--- config.mk ---
export PLATFORM = sky130hd
export DESIGN_NAME = program_loader
export DESIGN_NICKNAME = d
export VERILOG_FILES = /design/src/rtl/loader_pkg.sv /design/src/rtl/program_loader_word_assembler.sv /design/src/rtl/program_loader.sv
export SDC_FILE = /design/constraint.sdc
export NUM_CORES = 1
export LEC_CHECK = 0
export ABC_CLOCK_PERIOD_IN_PS = 6250
export BUFFER_PORTS_ARGS = -buffer_cell sky130_fd_sc_hd__buf_4
export CAP_MARGIN = 20
export CORE_ASPECT_RATIO = 1.25
export CORE_UTILIZATION = 45
export CTS_BUF_LIST = sky130_fd_sc_hd__clkbuf_8
export CTS_CLUSTER_DIAMETER = 120
export DETAILED_ROUTE_END_ITERATION = 6
export PLACE_DENSITY = 0.66
export SLEW_MARGIN = 20
export SYNTH_ARGS = -nofsm -noshare
export SYNTH_HDL_FRONTEND = slang
export SYNTH_SLANG_ARGS = --single-unit
--- constraint.sdc ---
create_clock -name clk -period 6.25 [get_ports clk]
set_clock_uncertainty 0.1 [all_clocks]
set_input_delay 1.25 -clock clk [delete_from_list [all_inputs] [get_ports clk]]
set_output_delay 1.25 -clock clk [all_outputs]
set_load 0.05 [all_outputs]
--- src/rtl/loader_pkg.sv ---
// Shared types and constants for the program loader: FSM states, frame
// header size and byte-lane geometry of an assembled instruction word.
package loader_pkg;

    typedef enum logic [2:0] {
        IDLE    = 3'd0,
        HDR_N   = 3'd1,
        HDR_S   = 3'd2,
        DATA    = 3'd3,
        WRITE   = 3'd4,
        RELEASE = 3'd5,
        ERR     = 3'd6
    } state_t;

    // Header is the word count N followed by the start address S.
    localparam int HDR_BYTES  = 8;

    localparam int BYTE_W     = 8;
    localparam int WORD_LANES = 4;
    localparam int WORD_W     = BYTE_W * WORD_LANES;
    localparam int LANE_IDX_W = $clog2(WORD_LANES);
    localparam logic [LANE_IDX_W-1:0] LAST_LANE = LANE_IDX_W'(WORD_LANES - 1);

endpackage

--- src/rtl/program_loader_word_assembler.sv ---
// Little-endian word assembler: collects four bytes into a 32-bit word.
// The word including the byte being shifted in this cycle is presented
// combinationally, so the owner can act on the 4th byte at the same edge.
module word_assembler
    import loader_pkg::*;
(
    input  logic              clk,
    input  logic              rst,
    input  logic              shift_en,
    input  logic              clear,
    input  logic [BYTE_W-1:0] byte_in,
    output logic              word_done,
    output logic [WORD_W-1:0] word
);

    logic [LANE_IDX_W-1:0] lane_q;
    logic [WORD_W-1:0]     shreg_q;

    // Bytes enter at the top so the first byte ends up in the low lane.
    assign word      = {byte_in, shreg_q[WORD_W-1:BYTE_W]};
    assign word_done = shift_en && (lane_q == LAST_LANE);

    // Lane counter and shift register; the counter wraps after each word.
    // NOTE: state is written with non-blocking assignments so every register
    // samples the pre-edge values, independent of statement order.
    always_ff @(posedge clk or posedge rst) begin
        if (rst) begin
            lane_q  <= '0;
            shreg_q <= '0;
        end else if (shift_en) begin
            lane_q  <= lane_q + 1'b1;
            shreg_q <= word;
        end else if (clear) begin
            lane_q  <= '0;
            shreg_q <= '0;
        end
    end

endmodule

--- src/rtl/program_loader.sv ---
// Boot/reload loader: parses a framed byte stream (N, S, N words), writes the
// words to instruction memory while the pipeline is frozen, then redirects
// the PC to S with a one-cycle branch+flush pulse. Every output is a register
// loaded from the next state, so outputs line up with the state they belong to.
module program_loader
    import loader_pkg::*;
#(
    parameter logic [31:0] BASE_ADDR = 32'h0000_0000,
    parameter int          MAX_WORDS = 1024
) (
    input  logic        clk,
    input  logic        rst,
    input  logic [7:0]  byte_in,
    input  logic        byte_valid,
    output logic        byte_ready,
    output logic        imem_we,
    output logic [31:0] imem_addr,
    output logic [31:0] imem_wdata,
    output logic        freeze,
    output logic        flush,
    output logic        branchTaken,
    output logic [31:0] branchAddress,
    output logic        busy,
    output logic        error
);

    localparam int IDX_W = $clog2(MAX_WORDS + 1);

    state_t            state_q, state_d;
    logic              accept;
    logic              in_frame;
    logic              word_done;
    logic [WORD_W-1:0] word;
    logic [IDX_W-1:0]  n_q;
    logic [IDX_W-1:0]  idx_q;
    logic [IDX_W-1:0]  idx_next;
    logic [31:0]       s_q;
    logic              frame_busy;

    assign accept     = byte_valid && byte_ready;
    assign in_frame   = (state_q == HDR_N) || (state_q == HDR_S) || (state_q == DATA);
    assign idx_next   = idx_q + IDX_W'(1);
    assign frame_busy = (state_d == HDR_N) || (state_d == HDR_S) ||
                        (state_d == DATA)  || (state_d == WRITE);

    // One assembler serves the N, S and data words; it is cleared between frames.
    word_assembler u_asm (
        .clk       (clk),
        .rst       (rst),
        .shift_en  (accept),
        .clear     (!in_frame && !accept),
        .byte_in   (byte_in),
        .word_done (word_done),
        .word      (word)
    );

    // State register.
    always_ff @(posedge clk or posedge rst) begin
        if (rst) state_q <= IDLE;
        else     state_q <= state_d;
    end

    // Next-state logic: frame parsing and header validation.
    // NOTE: state_d gets a default before the case so no path leaves it
    // unassigned, which would otherwise infer a latch.
    always_comb begin
        state_d = state_q;
        case (state_q)
            IDLE:    if (accept) state_d = HDR_N;
            HDR_N:   if (word_done) state_d = (word > 32'(MAX_WORDS)) ? ERR : HDR_S;
            HDR_S: begin
                if (word_done) begin
                    if (word[1:0] != 2'b00) state_d = ERR;
                    else if (n_q == '0)     state_d = RELEASE;
                    else                    state_d = DATA;
                end
            end
            DATA:    if (word_done) state_d = WRITE;
            WRITE:   state_d = (idx_next == n_q) ? RELEASE : DATA;
            RELEASE: state_d = IDLE;
            ERR:     state_d = IDLE;
            default: state_d = IDLE;
        endcase
    end

    // Header fields and the running word index.
    always_ff @(posedge clk or posedge rst) begin
        if (rst) begin
            n_q   <= '0;
            s_q   <= '0;
            idx_q <= '0;
        end else begin
            if (state_q == HDR_N && word_done) n_q <= word[IDX_W-1:0];
            if (state_q == HDR_S && word_done) s_q <= word;
            if (state_q == HDR_S)      idx_q <= '0;
            else if (state_q == WRITE) idx_q <= idx_next;
        end
    end

    // Registered outputs decoded from the state being entered.
    always_ff @(posedge clk or posedge rst) begin
        if (rst) begin
            byte_ready    <= 1'b0;
            busy          <= 1'b0;
            freeze        <= 1'b0;
            imem_we       <= 1'b0;
            imem_addr     <= '0;
            imem_wdata    <= '0;
            branchTaken   <= 1'b0;
            flush         <= 1'b0;
            branchAddress <= '0;
            error         <= 1'b0;
        end else begin
            byte_ready  <= (state_d == IDLE) || (state_d == HDR_N) ||
                           (state_d == HDR_S) || (state_d == DATA);
            busy        <= frame_busy;
            freeze      <= frame_busy;
            imem_we     <= (state_d == WRITE);
            imem_addr   <= (state_d == WRITE) ? BASE_ADDR + 32'({idx_q, 2'b00}) : '0;
            imem_wdata  <= (state_d == WRITE) ? word : '0;
            branchTaken <= (state_d == RELEASE);
            flush       <= (state_d == RELEASE);
            // A zero-length frame releases straight from HDR_S, before s_q is loaded.
            if (state_d == RELEASE) branchAddress <= (state_q == HDR_S) ? word : s_q;
            else                    branchAddress <= '0;
            if (state_d == ERR)                  error <= 1'b1;
            else if (state_q == IDLE && accept)  error <= 1'b0;
        end
    end

endmodule
# Word-level counts from Yosys, hierarchy flattened
# Cells that the tools add are included.
# word_totals
register_bits	173
latch_bits	0
ram_bits	0
mem_bits_ro	0
input_bits	11
out_inout_bits	103
word_cells	73
memories	0
# classes
n_addsub	2
multipliers	0
div	0
order_cmp	1
n_eq_ne	12
n_shift	0
n_mux	21
bitwise_logic	0
reduce_logical	23
# op_table
cell	n
$mux W32	5
$gt A32 B11 Y1 const B	1
$mux W3	8
$mux W11	2
$pmux W3 S5	1
$mux W13	1
$eq A3 B2 Y1 const B	4
$eq A3 B3 Y1 const B	4
$add A11 B1 Y11 const B	1
$eq A11 B11 Y1	1
$logic_not A11 Y1	1
$logic_or A1 B1 Y1	8
$reduce_bool A2 Y1	4
$eq A3 B1 Y1 const B	2
$logic_and A1 B1 Y1	6
$logic_not A3 Y1	2
$mux W2	2
$add A2 B1 Y2 const B	1
$eq A2 B2 Y1 const B	1
$logic_not A1 Y1	2
$mux W1	2

# Logic depth before layout (Yosys ltp)
# Gate-level depths: netlist of run 1.
# logic_depth
depth_word	9
depth_mapped	9
ltp_nobuf	7

# Modules after synthesis
# A second synthesis of run 1 with hierarchy kept.
# hier_totals
cells_unflattened	628
hier_area_um2	7054.3
# by_module_without_submodules
mod	instances	cells_per_inst	area_per_inst_um2	seq_area_each_um2
program_loader	1	517	5906.9	3428.3
word_assembler	1	111	1147.4	650.6

# Worst setup path after synthesis of run 1
# OpenSTA, ideal clock, no wires.
# synth_path
path_type	in2reg
startpoint	input port byte_valid
endpoint	register branchAddress[17]
setup_time_ps	96
arrival_time_ps	2710
path_slack_ps	3344
path_stages	7
path_buffers	1
path_cell_list	nand3_1 > nor3_1 > o41ai_1 > o311ai_1 > a31oi_4 > buf_6 > nor4_4
# synth_between
elab_chain_len	6
word_cells_on_any_way	9
cone_classes	1 x eq/ne; 6 x mux; 2 x reduce/logical
# synth_lines
element	line	rtl
start, declared	program_loader.sv:14	input logic byte_valid,
$logic_and A1 B1 Y1 *	program_loader.sv:40	assign accept = byte_valid && byte_ready;
$logic_and A1 B1 Y1	program_loader_word_assembler.sv:21	assign word_done = shift_en && (lane_q == LAST_LANE);
$mux W3 (on tied branches)	program_loader.sv:78, program_loader.sv:70, program_loader.sv:72	
$pmux W3 S5 *	program_loader.sv:68	case (state_q)
$eq A3 B3 Y1 *	program_loader.sv:124	if (state_d == RELEASE) branchAddress <= (state_q == HDR_S) ? word : s_q;
$mux W32 *	program_loader.sv:124	
end signal, assigned	program_loader.sv:124	
end, declared	program_loader.sv:22	output logic [31:0] branchAddress,
# Mark *: on every way between the ends. The rest lies on a longest branch, timed or not.
# A chain may end at the register's enable or synchronous reset.

# Final worst setup path of run 1
# layout_path
startpoint	register idx_q[0]
endpoint	register branchAddress[1]
# layout_between
elab_chain_len	6
# layout_lines
element	line	rtl
start, declared	program_loader.sv:35	logic [IDX_W-1:0] idx_q;
start signal, assigned	program_loader.sv:96	else if (state_q == WRITE) idx_q <= idx_next;
$add A11 B1 Y11	program_loader.sv:42	assign idx_next = idx_q + IDX_W'(1);
$eq A11 B11 Y1	program_loader.sv:79	WRITE: state_d = (idx_next == n_q) ? RELEASE : DATA;
$mux W3	program_loader.sv:79	
$pmux W3 S5	program_loader.sv:68	
$eq A3 B3 Y1	program_loader.sv:124	
$mux W32	program_loader.sv:124	
# No other way between the ends.

==> out/results.ini, run 1 <==
[outcome]
outcome=finished, final reports clean

[route]
drt_iter0_drc=226
ant_nets=0
drc=0
num_vias=4636
wire_per_inst_um=18.5
drtPass1Iterations=4
via_per_inst=5.45
drt_wl_total_um=15800

[worst_setup_path]
crit_type=reg2reg
cp-end-kind=flop
start_kind=flop
critPathRequiredTime_ns=6.49
critPathMaxFanout=35
rrSetupSlack_ns=2.89
cp.arrival_ns=3.60

[logic_synthesis]
synth_top_flop_cell=dfrtp_1
synthTopCellsByArea=dfrtp_1 58%, mux2_2 6.8%, mux2i_1 4.5%
synth_edf_count=0
seq_area_frac_synth=0.577
yosys.area.top_type_share=0.577
syn_area_um2=7070
synth-seq-cells=163
synthArstFlopShare=1.00
avgSynthCellArea_um2=12.8
ys.warnings.count=0
yosys.area.top_type=dfrtp_1
synth_cell_types=48
synth_cells=553

[final_layout]
final_net_count=645
drive_above_1_share=0.328
area_delta_synth_final_pct=16.4
fin_area_um2=8230
num-fill-cells=1336
antenna-diode-count=0
final_util=0.543

[grt]
grt_max_degree=122
grt_util_all_layers=0.208
grt_pass1_wl_um=25100
grt_pass1_vias=4566
grt-ovfl-total=0
antenna_found_initial=0

[floorplanning]
fp.dieW_um=114
core_area_um2=15100
initial_core_util=0.467
dieArea_um2=16200
die_height_um=142
num_rows=50
ioPinCount=114

[clock_network]
cts.sinks=163
ctsHoldBuffers=0
post_cts_buffers=0
clk_latency_ns=0.46
htree_num_levels=4
cts_tree=done
cts_resized=0
cts_buffer_depth=2
numCtsBuffers=17
root_buffer=clkbuf_8
clkTransAtPathRegs_ns=0.08

[sta]
whs_ns=0.408
post-route-period-util=0.538
tns_ns=0
min_period_ns=3.36
rsz0062_at_grt=false
tightest_slew_ns=1.04
finalHoldViolCount=0
slew_viol_final=0
slew_headroom=0.309
fin_ws_ns=2.89
finalSetupViolCount=0
fmax_ghz=0.297

[placement]
dp_hpwl_um=10300
pre_cts_ws_ns=2.46
placed_cell_area_um2=7850
portBuffers=92
place_congestion=0.833

[run]
max-cap-violations=0

[hold_path]
hold_class=reg2reg

[power]
powerDensity_nw_per_um2=398
ir_drop_uv=204
p_leak_nw=3.95

layout make-up:
| type | count | area (um2) | area share |
|---|---|---|---|
| Sequential cell | 163 | 4080 | 0.496 |
| Multi-Input combinational cell | 342 | 2720 | 0.331 |
| Timing Repair Buffer | 101 | 758 | 0.0922 |
| Clock buffer | 19 | 262 | 0.0318 |
| Tap cell | 208 | 260 | 0.0316 |
| Clock inverter | 11 | 114 | 0.0138 |
| Inverter | 7 | 33.8 | 0.00411 |
path summary, 6_finish.rpt:
check | start | endpoint | cells after the start
max | idx_q[0] | branchAddress[1] | 8
min reg2reg | s_q[20] | s_q[20] | 1
max in group asynchronous | rst | branchAddress[13] | 3
min | s_q[20] | s_q[20] | 1
min in group asynchronous | rst | imem_we | 2
max reg2reg | idx_q[0] | branchAddress[1] | 8
flip-flops by register name, indices dropped and copies added, names as in the netlist:
signal and count:
idx_q 11, state_q 3, imem_we 1, imem_wdata 32, u_asm.lane_q 2, branchTaken 1
s_q 32, busy 1, branchAddress 32, imem_addr 11, u_asm.shreg_q 24, n_q 11
byte_ready 1, error 1
cells in the mapped netlist (7+ instances only):
cell type / number
a21oi_1: 8
a22o_1: 26
a31oi_1: 7
and2_1: 44
buf_4: 28
clkbuf_1: 28
dfrtp_1: 163
inv_1: 7
mux2_2: 43
mux2i_1: 32
nand2_1: 13
nand3_1: 7
nor2_1: 12
nor3_1: 9
nor4_1: 18
nor4_2: 24
o21ai_0: 18
xor2_1: 7
cells in the final DEF (no fill, tap or decap), types with 3 or more instances in the layout:
cell / netlist / routed
and3_1: 4 / 4
o21ai_0: 18 / 18
nand2_1: 13 / 13
nor4_1: 18 / 18
nor4_2: 24 / 24
dfrtp_1: 163 / 163
inv_1: 7 / 8
clkinv_2: 0 / 4
buf_4: 28 / 101
xor2_1: 7 / 7
mux2i_1: 32 / 32
nand4_1: 6 / 6
and2_1: 44 / 42
conb_1: 1 / 21
nor3_2: 0 / 3
nand3_1: 7 / 7
nor2_1: 12 / 11
nor3_1: 9 / 6
clkbuf_8: 0 / 19
o41ai_1: 4 / 4
a21oi_1: 8 / 8
a31oi_1: 7 / 6
mux2_2: 43 / 43
o31ai_1: 5 / 5
xnor2_1: 3 / 3
a22o_1: 26 / 26
power breakdown:
group          internal (mW)  switching [mW]  leakage [nW]
logic                  0.399           0.638          1.57
registers               1.26           0.237          2.18
clock network          0.368           0.371         0.204
through the flow:
step	total power [mW]	instances
floorplan	2.27	573
global placement	2.52	821
detailed placement	2.55	821
CTS	3.29	851
global route	3.44	851
finish	3.27	851
worst max-delay path, stage by stage, from the launching register on:
cell and delay [ns]:
dfrtp_1 0.58, ha_1 0.45, nand2_1 0.19, or3_1 0.41
a221o_1 0.34, a211oi_2 0.29, a31oi_4 0.14, buf_4 0.34
nor4_1 0.39
logic make-up after synthesis:
group                    Yosys count  synth area share
AO/OA/AOI/OAI                     84            0.0890
XOR/XNOR                          11            0.0147
adder cells (fa/ha/maj)            2           0.00354
buffers and inverters             68            0.0545
flip-flops                       163             0.577
multiplexers                      75             0.114
other                              1          0.000530
AND/OR/NAND/NOR                  149             0.147
per-layer routing:
layer	vias to the layer above	wire length (um)	global-route usage
met5	-	0	0
met4	0	337	0.0854
met3	24	653	0.0558
met2	124	8190	0.338
met1	2371	6600	0.263
li1	2117	-	-
Note: power is estimated with default switching activity, not from simulation.
==> run 2, diff against run 1 <==
ABC_CLOCK_PERIOD_IN_PS = 2900   (was 6250)
PLACE_DENSITY = 0.68   (was 0.66)
clock period = 2.9 ns   (was 6.25 ns; I/O delays follow)
==> out/results.ini, run 2 (same netlist as run 1, synthesis figures left out) <==
[outcome]
outcome=finished, final reports clean

[worst_setup_path]
cp.arrival_ns=2.93
ff2ff_path_depth=8
path_buf_inv=1
rrSetupSlack_ns=0.20
cp-end-kind=flop
crit_type=reg2reg
timing.rr.end=branchAddress[31]
crit_chain=ha_1 > nand2_1 > or3_1 > a221o_1 > a211oi_2 > a31oi_4 > buf_12 > nor4_1
r2r_start=idx_q[1]
cp_top_family=simple AND/OR/NAND/NOR gates
start_kind=flop
cp_slowest_cell=dfrtp_2
cp_slowest_stage_delay_ns=0.45
critPathMaxFanout=36
critPathRequiredTime_ns=3.13

[sta]
finalSetupViolCount=0
tns_ns=0
fmax_ghz=0.370
tightest_slew_ns=1.04
fin_ws_ns=0.197
slew_headroom=0.310
finalHoldViolCount=0
post-route-period-util=0.932
rsz0062_at_grt=false
min_period_ns=2.70
slew_viol_final=0

[final_layout]
final_net_count=662
reg.largest.list=branchAddress: 32 flops, imem_wdata: 32 flops, s_q: 32 flops
antenna-diode-count=0
drive_above_1_share=0.341
area_delta_synth_final_pct=19.2
mostFrequentLayoutCell=dfrtp_1
final_util=0.557
stdcell_count=870
most-common-layout-cells=162 x dfrtp_1, 114 x buf_4, 43 x and2_1, 43 x mux2_2, 32 x mux2i_1

[route]
num_vias=4776
drt_wl_total_um=16300
via_per_inst=5.49
drt_iter0_drc=195
wire_per_inst_um=18.7
drtPass1Iterations=5
drc=0
ant_nets=0

[run]
max-cap-violations=0

[grt]
grt_util_all_layers=0.213
antenna_found_initial=0
grt_pass1_wl_um=26000
grt_max_degree=107
grt-ovfl-total=0
grt_pass1_vias=4837

[clock_network]
htree_num_levels=4
clkTransAtPathRegs_ns=0.08
cts_tree=done
post_cts_buffers=0
clk_latency_ns=0.46
cts.sinks=163
cts_buffer_depth=2
numCtsBuffers=17
root_buffer=clkbuf_8

[power]
ir_drop_uv=507
powerDensity_nw_per_um2=863
p_leak_nw=4.06

[floorplanning]
initial_core_util=0.467
core_area_um2=15100
num_rows=50
fp.dieW_um=114
die_height_um=142
ioPinCount=114
dieArea_um2=16200

[placement]
placed_cells=838
pre_cts_ws_ns=0.171
dp_hpwl_um=10900
portBuffers=92
place_congestion=0.929

[hold_path]
hold_class=in2async

## run 2: area by class of cell
class,instances,area (um2)
Fill cell,1325,6710
Sequential cell,163,4080
Multi-Input combinational cell,342,2720
Timing Repair Buffer,118,936
Clock buffer,19,262
Tap cell,208,260
Clock inverter,13,143
Inverter,7,30.0
## run 2: worst max path at each step
stage | start | endpoint | cells after the start
finish | idx_q[1] | branchAddress[31] | 8
global placement | byte_in[0] | branchTaken | 8
CTS | idx_q[1] | branchAddress[31] | 8
global route | idx_q[1] | branchAddress[31] | 8
floorplan | rst | branchAddress[0] | 1
detailed placement | idx_q[1] | branchAddress[31] | 8
## run 2: tightest hold or removal path, cell delays in order
cell        delay, ns
buf_4            0.12
clkinvlp_4       0.09
buf_4            0.33
## run 2: per-layer routing
metal / part of all wire / wire length [um] / track usage
met1: 0.41 / 6680 / 0.269
met2: 0.52 / 8460 / 0.355
met3: 0.046 / 751 / 0.0413
met4: 0.022 / 363 / 0.0943
met5: 0 / 0 / 0
## run 2: report_power, final
| part | leakage [nW] | internal, mW | switching (mW) |
|---|---|---|---|
| Clock | 0.224 | 0.883 | 0.798 |
| Combinational | 1.66 | 0.947 | 1.41 |
| Sequential | 2.18 | 2.71 | 0.519 |
| Total | 4.06 | 4.54 | 2.73 |
## run 2: timing repair
action                     CTS  global route
resized for setup            0             1
setup endpoints to repair    0             4
hold endpoints to repair     0             0
hold buffers                 0             0
## run 2: through the flow
step	total power [mW]	cell area (um2)	hold WS [ns]
after global placement	5.56	8020	0.387
after global routing	7.63	8430	0.168
after floorplan	4.89	7150	0.370
after CTS	7.33	8430	0.144
final	7.27	8430	0.151
after detailed placement	5.63	8020	0.394
==> run 3, diff against run 2 <==
CORE_UTILIZATION = 43   (was 45)
CTS_BUF_LIST = sky130_fd_sc_hd__clkbuf_2 sky130_fd_sc_hd__clkbuf_4 sky130_fd_sc_hd__clkbuf_8   (was sky130_fd_sc_hd__clkbuf_8)
PLACE_DENSITY = 0.66   (was 0.68)
==> out/results.ini, run 3 (same netlist as run 1, synthesis figures left out) <==
[placement]
dp_hpwl_um=11100
portBuffers=92
pre_cts_ws_ns=0.136
place_congestion=0.984
placed_cells=846

[route]
drt_wl_total_um=16300
num_vias=4812
ant_nets=0
via_per_inst=5.49
wire_per_inst_um=18.6
drtPass1Iterations=4
drt_iter0_drc=250
drc=0

[power]
p_seq_frac=0.444
powerDensity_nw_per_um2=862
comb_power_share=0.324
p_leak_nw=4.04
internal_power_mw=4.52
switchingPower_mw=2.75
p_clk_frac=0.233
p_sw_frac=0.379
ir_drop_uv=430

[final_layout]
antenna-diode-count=0
multiInputGateArea_um2=2720
area_delta_synth_final_pct=19.4
final_net_count=662
reg.largest.list=branchAddress: 32 flops, imem_wdata: 32 flops, s_q: 32 flops
most-common-layout-cells=163 x dfrtp_1, 115 x buf_4, 43 x and2_1, 43 x mux2_2, 32 x mux2i_1
stdcell_count=877
drive_above_1_share=0.348
num-fill-cells=1431
mostFrequentLayoutCell=dfrtp_1
regArea_um2=4080

[grt]
grt-ovfl-total=0
grt_max_degree=116
antenna_found_initial=0
grt_util_all_layers=0.205
grt_pass1_vias=4831
grt_pass1_wl_um=26100

[clock_network]
post_cts_buffers=0
clk_latency_ns=0.45
clkTransAtPathRegs_ns=0.08
ctsHoldBuffers=0
cts_resized=0
root_buffer=clkbuf_8
htree_num_levels=4
cts_buffer_depth=2
cts.sinks=163
numCtsBuffers=17
cts_tree=done

[sta]
slew_viol_final=0
fin_ws_ns=0.110
min_period_ns=2.79
tns_ns=0
finalHoldViolCount=0
fmax_ghz=0.358
finalSetupViolCount=0
slew_headroom=0.277
tightest_slew_ns=1.08
post-route-period-util=0.962
rsz0062_at_grt=false

[floorplanning]
initial_core_util=0.438
num_rows=52
fp.dieW_um=117
ioPinCount=114
die_height_um=145
dieArea_um2=17000
core_area_um2=16100

[hold_path]
hold_class=in2async

[worst_setup_path]
critPathRequiredTime_ns=3.12
cp-end-kind=flop
critPathMaxFanout=16
start_kind=flop
crit_type=reg2reg
cp.arrival_ns=3.01

[outcome]
outcome=finished, final reports clean

[run]
max-cap-violations=0

==> run 3: cell count changes in the layout (fill, tap and decap cells not counted), sizes merged <==
| cell | change |
|---|---|
| inv | -6 |
| clkbuf | +3 |
| clkinvlp | +2 |
| bufinv | -1 |
| clkinv | +1 |
==> run 3: path summary, 6_finish.rpt <==
check / slack, ns / end / cells after the start / startpoint
max: 0.11 / branchAddress[4] / 8 / idx_q[1]
min: 0.14 / imem_wdata[29] / 3 / rst
max reg2reg: 0.11 / branchAddress[4] / 8 / idx_q[1]
min reg2reg: 0.41 / s_q[10] / 1 / s_q[10]
max in group asynchronous: 2.01 / branchAddress[7] / 3 / rst
min in group clk: 0.30 / imem_wdata[31] / 2 / byte_in[7]
==> run 3: layout make-up <==
class,count,area share
clock buffer,22,0.0351
tap,216,0.0320
multi-input combinational,342,0.322
timing repair buffer,118,0.109
sequential,163,0.483
clock inverter,9,0.0142
inverter,7,0.00356
==> run 3: per-stage QoR <==
stage | hold slack (ns) | util | power (mW) | cell area, um2
3_5_place_dp | 0.395 | 0.497 | 5.62 | 8020
2_1_floorplan | 0.370 | - | 4.89 | 7150
6_report | 0.139 | 0.523 | 7.27 | 8440
5_1_grt | 0.131 | 0.523 | 7.65 | 8440
3_3_place_gp | 0.386 | 0.497 | 5.54 | 8020
4_1_cts | 0.117 | 0.523 | 7.32 | 8440
==> run 3: power groups by stage <==
stage / logic (mW) / registers (mW) / clock network [mW]
2_1_floorplan: 1.72 / 3.17 / 0
3_3_place_gp: 2.30 / 3.25 / 0
3_5_place_dp: 2.36 / 3.26 / 0
4_1_cts: 2.36 / 3.22 / 1.74
5_1_grt: 2.52 / 3.29 / 1.83
6_report: 2.35 / 3.23 / 1.69
==> run 3: per-layer routing <==
metal	global-route usage	wire length, um	vias to the layer above
met5	0	0	-
met4	0.0905	478	0
met3	0.0404	795	35
met2	0.330	8310	180
met1	0.267	6750	2437
li1	-	-	2160
==> run 3: worst max-delay path: stages (launching register included) <==
cell      delay, ns
dfrtp_1        0.48
ha_1           0.22
nand2_1        0.12
or3_1          0.41
a221o_1        0.34
a211oi_2       0.25
a31oi_4        0.18
buf_12         0.19
nor4_1         0.36
